File: config.mk
export PLATFORM = sky130hd
export DESIGN_NAME = m_axi_lite_master
export DESIGN_NICKNAME = d
export VERILOG_FILES = /design/src/rtl/m_axi_lite_master.sv
export SDC_FILE = /design/constraint.sdc
export NUM_CORES = 1
export LEC_CHECK = 0
export ABC_AREA = 1
export ABC_CLOCK_PERIOD_IN_PS = 1800
export BUFFER_PORTS_ARGS = -buffer_cell sky130_fd_sc_hd__buf_2
export CORE_ASPECT_RATIO = 1.2
export CORE_UTILIZATION = 40
export CTS_CLUSTER_DIAMETER = 60
export DETAILED_ROUTE_END_ITERATION = 8
export PLACE_DENSITY = 0.73
export SYNTH_ARGS = -nofsm -noshare
export SYNTH_HDL_FRONTEND = slang
export SYNTH_SLANG_ARGS = --single-unit
File: constraint.sdc
create_clock -name aclk -period 1.8 [get_ports aclk]
set_input_delay 0.09 -clock aclk [delete_from_list [all_inputs] [get_ports aclk]]
set_output_delay 0.09 -clock aclk [all_outputs]
set_load 0.05 [all_outputs]
File: src/rtl/m_axi_lite_master.sv
// AXI4-Lite master: one read or write command in, one held response out, one transaction in flight.
// Optional watchdog for hung slaves is compiled in with `define M_AXI_LITE_TIMEOUT_EN.
module m_axi_lite_master #(
  parameter int ADDR_WIDTH       = 6,
  parameter int DATA_WIDTH       = 32,
  parameter int DATA_BYTES_COUNT = DATA_WIDTH / 8,
  parameter int TIMEOUT_CYCLES   = 1024
) (
  input  logic                        aclk,
  input  logic                        areset,
  // command port
  input  logic                        cmd_valid,
  output logic                        cmd_ready,
  input  logic                        cmd_write,
  input  logic [ADDR_WIDTH-1:0]       cmd_addr,
  input  logic [DATA_WIDTH-1:0]       cmd_wdata,
  input  logic [DATA_BYTES_COUNT-1:0] cmd_wstrb,
  // response port
  output logic                        rsp_valid,
  input  logic                        rsp_ready,
  output logic [DATA_WIDTH-1:0]       rsp_rdata,
  output logic [1:0]                  rsp_resp,
  output logic                        rsp_timeout,
  // AXI4-Lite master
  output logic [ADDR_WIDTH-1:0]       m_axi_awaddr,
  output logic [2:0]                  m_axi_awprot,
  output logic                        m_axi_awvalid,
  input  logic                        m_axi_awready,
  output logic [DATA_WIDTH-1:0]       m_axi_wdata,
  output logic [DATA_BYTES_COUNT-1:0] m_axi_wstrb,
  output logic                        m_axi_wvalid,
  input  logic                        m_axi_wready,
  input  logic [1:0]                  m_axi_bresp,
  input  logic                        m_axi_bvalid,
  output logic                        m_axi_bready,
  output logic [ADDR_WIDTH-1:0]       m_axi_araddr,
  output logic [2:0]                  m_axi_arprot,
  output logic                        m_axi_arvalid,
  input  logic                        m_axi_arready,
  input  logic [DATA_WIDTH-1:0]       m_axi_rdata,
  input  logic [1:0]                  m_axi_rresp,
  input  logic                        m_axi_rvalid,
  output logic                        m_axi_rready
);

  if ((DATA_WIDTH != 32) && (DATA_WIDTH != 64)) begin : g_bad_data_width
    $error("m_axi_lite_master: DATA_WIDTH must be 32 or 64");
  end
  if (TIMEOUT_CYCLES < 2) begin : g_bad_timeout
    $error("m_axi_lite_master: TIMEOUT_CYCLES must be at least 2");
  end

  typedef enum logic [2:0] {
    S_IDLE,
    S_WR_REQ,
    S_WR_RESP,
    S_RD_REQ,
    S_RD_DATA,
    S_RSP
  } state_t;

  state_t                      state_q, state_d;
  logic [ADDR_WIDTH-1:0]       addr_q, addr_d;
  logic [DATA_WIDTH-1:0]       wdata_q, wdata_d;
  logic [DATA_BYTES_COUNT-1:0] wstrb_q, wstrb_d;
  logic                        awvalid_q, awvalid_d;
  logic                        wvalid_q, wvalid_d;
  logic                        bready_q, bready_d;
  logic                        arvalid_q, arvalid_d;
  logic                        rready_q, rready_d;
  logic                        aw_done_q, aw_done_d;
  logic                        w_done_q, w_done_d;
  logic                        rsp_valid_q, rsp_valid_d;
  logic [DATA_WIDTH-1:0]       rsp_rdata_q, rsp_rdata_d;
  logic [1:0]                  rsp_resp_q, rsp_resp_d;
  logic                        aw_fire, w_fire;

`ifdef M_AXI_LITE_TIMEOUT_EN
  localparam int TIMER_W = (TIMEOUT_CYCLES > 2) ? $clog2(TIMEOUT_CYCLES) : 1;
  localparam logic [TIMER_W-1:0] TIMER_LAST = TIMER_W'(TIMEOUT_CYCLES - 1);

  logic [TIMER_W-1:0] timer_q, timer_d;
  logic               rsp_timeout_q, rsp_timeout_d;
  logic               busy;

  assign busy        = (state_q == S_WR_REQ) || (state_q == S_WR_RESP) ||
                       (state_q == S_RD_REQ) || (state_q == S_RD_DATA);
  assign rsp_timeout = rsp_timeout_q;
`else
  assign rsp_timeout = 1'b0;
`endif

  assign aw_fire = awvalid_q && m_axi_awready;
  assign w_fire  = wvalid_q && m_axi_wready;

  always_comb begin
    // NOTE: every next-state variable gets its default first, so no branch can infer a latch.
    state_d     = state_q;
    addr_d      = addr_q;
    wdata_d     = wdata_q;
    wstrb_d     = wstrb_q;
    awvalid_d   = awvalid_q;
    wvalid_d    = wvalid_q;
    bready_d    = bready_q;
    arvalid_d   = arvalid_q;
    rready_d    = rready_q;
    aw_done_d   = aw_done_q;
    w_done_d    = w_done_q;
    rsp_valid_d = rsp_valid_q;
    rsp_rdata_d = rsp_rdata_q;
    rsp_resp_d  = rsp_resp_q;

    unique case (state_q)
      S_IDLE: begin
        if (cmd_valid && cmd_ready) begin
          addr_d  = cmd_addr;
          wdata_d = cmd_wdata;
          wstrb_d = cmd_wstrb;
          if (cmd_write) begin
            state_d   = S_WR_REQ;
            awvalid_d = 1'b1;
            wvalid_d  = 1'b1;
            aw_done_d = 1'b0;
            w_done_d  = 1'b0;
          end else begin
            state_d   = S_RD_REQ;
            arvalid_d = 1'b1;
          end
        end
      end
      S_WR_REQ: begin
        // AW and W complete independently; either order (or together) moves on.
        if (aw_fire) begin
          awvalid_d = 1'b0;
          aw_done_d = 1'b1;
        end
        if (w_fire) begin
          wvalid_d = 1'b0;
          w_done_d = 1'b1;
        end
        if ((aw_done_q || aw_fire) && (w_done_q || w_fire)) begin
          state_d   = S_WR_RESP;
          bready_d  = 1'b1;
          aw_done_d = 1'b0;
          w_done_d  = 1'b0;
        end
      end
      S_WR_RESP: begin
        if (bready_q && m_axi_bvalid) begin
          state_d     = S_RSP;
          bready_d    = 1'b0;
          rsp_valid_d = 1'b1;
          rsp_rdata_d = '0;
          rsp_resp_d  = m_axi_bresp;
        end
      end
      S_RD_REQ: begin
        if (arvalid_q && m_axi_arready) begin
          state_d   = S_RD_DATA;
          arvalid_d = 1'b0;
          rready_d  = 1'b1;
        end
      end
      S_RD_DATA: begin
        if (rready_q && m_axi_rvalid) begin
          state_d     = S_RSP;
          rready_d    = 1'b0;
          rsp_valid_d = 1'b1;
          rsp_rdata_d = m_axi_rdata;
          rsp_resp_d  = m_axi_rresp;
        end
      end
      S_RSP: begin
        if (rsp_ready) begin
          state_d     = S_IDLE;
          rsp_valid_d = 1'b0;
        end
      end
      default: state_d = S_IDLE;
    endcase

`ifdef M_AXI_LITE_TIMEOUT_EN
    timer_d       = '0;
    rsp_timeout_d = rsp_timeout_q;
    if (state_q == S_RSP && rsp_ready) begin
      rsp_timeout_d = 1'b0;
    end
    if (busy) begin
      // The watchdog wins over a handshake landing in the same cycle.
      if (timer_q == TIMER_LAST) begin
        state_d       = S_RSP;
        awvalid_d     = 1'b0;
        wvalid_d      = 1'b0;
        bready_d      = 1'b0;
        arvalid_d     = 1'b0;
        rready_d      = 1'b0;
        aw_done_d     = 1'b0;
        w_done_d      = 1'b0;
        rsp_valid_d   = 1'b1;
        rsp_rdata_d   = '0;
        rsp_resp_d    = 2'b11;
        rsp_timeout_d = 1'b1;
      end else if (state_d == state_q) begin
        timer_d = timer_q + 1'b1;
      end
    end
`endif
  end

  always_ff @(posedge aclk) begin
    if (areset) begin
      state_q     <= S_IDLE;
      addr_q      <= '0;
      wdata_q     <= '0;
      wstrb_q     <= '0;
      awvalid_q   <= 1'b0;
      wvalid_q    <= 1'b0;
      bready_q    <= 1'b0;
      arvalid_q   <= 1'b0;
      rready_q    <= 1'b0;
      aw_done_q   <= 1'b0;
      w_done_q    <= 1'b0;
      rsp_valid_q <= 1'b0;
      rsp_rdata_q <= '0;
      rsp_resp_q  <= 2'b00;
    end else begin
      // NOTE: non-blocking updates so every register samples the same pre-edge values.
      state_q     <= state_d;
      addr_q      <= addr_d;
      wdata_q     <= wdata_d;
      wstrb_q     <= wstrb_d;
      awvalid_q   <= awvalid_d;
      wvalid_q    <= wvalid_d;
      bready_q    <= bready_d;
      arvalid_q   <= arvalid_d;
      rready_q    <= rready_d;
      aw_done_q   <= aw_done_d;
      w_done_q    <= w_done_d;
      rsp_valid_q <= rsp_valid_d;
      rsp_rdata_q <= rsp_rdata_d;
      rsp_resp_q  <= rsp_resp_d;
    end
  end

`ifdef M_AXI_LITE_TIMEOUT_EN
  always_ff @(posedge aclk) begin
    if (areset) begin
      timer_q       <= '0;
      rsp_timeout_q <= 1'b0;
    end else begin
      timer_q       <= timer_d;
      rsp_timeout_q <= rsp_timeout_d;
    end
  end
`endif

  assign cmd_ready     = (state_q == S_IDLE) && !areset;
  assign rsp_valid     = rsp_valid_q;
  assign rsp_rdata     = rsp_rdata_q;
  assign rsp_resp      = rsp_resp_q;

  assign m_axi_awaddr  = addr_q;
  assign m_axi_awprot  = 3'b000;
  assign m_axi_awvalid = awvalid_q;
  assign m_axi_wdata   = wdata_q;
  assign m_axi_wstrb   = wstrb_q;
  assign m_axi_wvalid  = wvalid_q;
  assign m_axi_bready  = bready_q;
  assign m_axi_araddr  = addr_q;
  assign m_axi_arprot  = 3'b000;
  assign m_axi_arvalid = arvalid_q;
  assign m_axi_rready  = rready_q;

endmodule

==> results_dict.tcl <==
set metrics [dict create \
    synth_cell_types 22 \
    synth_compound_gate_area_share 0.132 \
    fin_crit_sh 0.892 \
    hp-class "in -> reg" \
    synth_mux_area_frac 0 \
    finalSetupViolations 0 \
    required_ns 1.71 \
    yosysSeqAreaShare 0.512 \
    first_global_vias 3625 \
    drtIter0Drc 192 \
    wire_per_inst_um 12.4 \
    yosysTopAreaCell "dfxtp_1" \
    cts.sinks 87 \
    n_fill_cell 698 \
    ir_drop_mv 0.793 \
    vias_per_cell 4.70 \
    cts_tree "yes" \
    fin_skew_ns 0.00876 \
    timing.rr.start "state_q[0]" \
    max-cap-violations 0 \
    timing.fmax_ghz 0.623 \
    num_rows 36 \
    worstHoldStart "m_axi_rresp[0]" \
    grt-ovfl-total 0 \
    drc 0 \
    arrival_ns 1.52 \
    synth_top_area_frac 0.512 \
    ctsHtreeMaxLevel 3 \
    drtAntennaViolNets 0 \
    cp-start-kind "register" \
    yosysMostFrequentCell "nand2_1" \
    cts-root-buf "clkbuf_8" \
    io_buffers 176 \
    powerDensity_mw_per_mm2 1370 \
    synth_xor_area_frac 0 \
    rsz0062_at_grt "false" \
    ios 184 \
    synth.area.top_cells "dfxtp_1 (51%), nand2_1 (21%), a21oi_1 (6.3%)" \
    syn2layout_area_growth_pct 53.3 \
    die_y_um 103 \
    grt_pass1_wl_um 15800 \
    hold_viol 0 \
    drt_wl_total_um 10100 \
    crit_start "state_q[2]" \
    cpPeakStageDelay_ns 0.36 \
    synth_seq_cells 87 \
    synth-edff-count 0 \
    synthAdderAreaFrac 0 \
    yosys.area_share.simple 0.266 \
    async_flop_share 0 \
    min_period_ns 1.61 \
    tns_ns 0 \
    clk_pin_slew_ns 0.08 \
    firstDrtPassIters 4 \
    antenna_found_initial 0 \
    cts_buffer_depth 2 \
    core_area_sq_mm 0.00820 \
    end_kind "output pin" \
    layout-drive-gt1-share 0.295 \
    die_w_um 86.2 \
    yosys_most_used_dff "dfxtp_1" \
    avgSynthCellArea_sq_um 7.37 \
    synth_top_family_by_area "simple AND/OR/NAND/NOR gates" \
    slowest_stage "dfxtp_1" \
    grt.total_usage 0.225 \
    grt_max_degree 86 \
    diodes 0 \
    synthCells 461 \
    cpMostUsedCell "nor2_1" \
    initial_core_util 0.415 \
    final_util 0.636 \
    clk_latency_ns 0.35 \
    synth_area_sq_mm 0.00340 \
    final_nets 785 \
    numCtsBuffers 9 \
    routabilityCongestion 0.881 \
    yosys-top-cells-count "nand2_1 (192), dfxtp_1 (87), a21oi_1 (43), o21ai_0 (36), buf_4 (18)" \
    p_leak_nw 2.48 \
    path_max_fanout 5 \
    status "finished, final reports clean" \
    slew_viol_final 0 \
    cp_cell_sequence "nor2_1 > nand2_1 > nor2_1 > buf_2" \
    dieArea_sq_mm 0.00887 \
    yosysWarnings 0 \
    crit_type "reg -> out" \
    post_cts_buffers 0 \
    via_count 3838 \
    dp_hpwl_um 6010 \
]
-- cell type report --
class	count	area (sq um)	share of cell area
repair buffers	256	1680	0.323
clock inverters	5	58.8	0.0113
flip-flops and latches	87	1740	0.334
well taps	114	143	0.0274
multi-input cells	326	1390	0.267
inverters	17	66.3	0.0127
clock buffers	11	131	0.0252
-- repair_timing --
item / 4_1_cts / 5_1_grt
endpoints found under the hold margin: 76 / 0
gates resized for setup: 0 / 2
endpoints found under the setup margin: 0 / 4
hold buffers: 75 / 0
-- final timing paths --
check	endpoint	slack [ns]	depth (start not counted)
worst max-delay path	cmd_ready	0.19	4
worst max register to register	rsp_rdata[18]	0.19	7
worst min register to register	rsp_resp[0]	0.45	2
worst min-delay path	rsp_resp[0]	0.12	5
-- metrics by stage --
stage	setup slack, ns	std cells	power [mW]	hold WS, ns	instance area (sq um)
after global routing	0.0500	816	7.59	0.154	5210
after CTS	0.133	816	7.17	0.0951	5210
after global placement	0.243	725	5.68	0.287	4270
after detailed placement	0.145	725	5.72	0.295	4270
final	0.194	816	7.16	0.118	5210
after floorplan	0.264	467	5.09	0.203	3420
-- worst max-delay path, delay by kind of cell (launching register included) --
kind / cells / cell delay, ns
simple gates: 3 / 0.53
buf+inv: 1 / 0.28
flops: 1 / 0.36
-- where the power goes --
part	total, mW	internal (mW)	leakage [nW]	switching (mW)
Clock	1.32	0.643	0.0895	0.677
Sequential	2.55	2.32	0.710	0.228
Combinational	3.30	0.844	1.68	2.45
Total	7.16	3.81	2.48	3.36
-- registers in the layout, summed over array words and instances, names as in the netlist --
signal,count
m_axi_awvalid,1
m_axi_bready,1
rsp_valid,1
state_q,3
w_done_q,1
m_axi_wvalid,1
m_axi_wstrb,4
rsp_resp,2
aw_done_q,1
m_axi_rready,1
m_axi_wdata,32
m_axi_araddr,6
m_axi_arvalid,1
rsp_rdata,32
-- kinds of logic after synthesis --
kind of cell	after synthesis
and+or+nand+nor	229
AOI/OAI and AO/OA	90
DFF	87
buffers and inverters	54
other	1
-- layout by cell type, fill, tap and decap left out --
cell type	instances
a21oi_1	43
buf_12	1
buf_2	176
buf_4	4
bufinv_16	1
clkbuf_1	2
clkbuf_8	9
clkinv_2	1
clkinv_4	1
clkinvlp_4	2
conb_1	7
dfxtp_1	87
dlygate4sd3_1	75
inv_1	12
inv_2	4
inv_4	1
nand2_1	192
nand2_2	3
nand3_1	10
nand3_2	1
nand4_1	2
nor2_1	16
nor2_2	2
nor3_1	1
nor3_4	1
o21ai_0	36
o21ai_1	11
or2_1	1
-- per-layer routing --
metal,track usage,share of wire,up-vias
met4,0.147,0.041,0
met5,0,0,-
met1,0.236,0.39,1692
li1,-,-,1915
met2,0.396,0.48,193
met3,0.0649,0.088,38
Note: power is estimated with default switching activity, not from simulation.
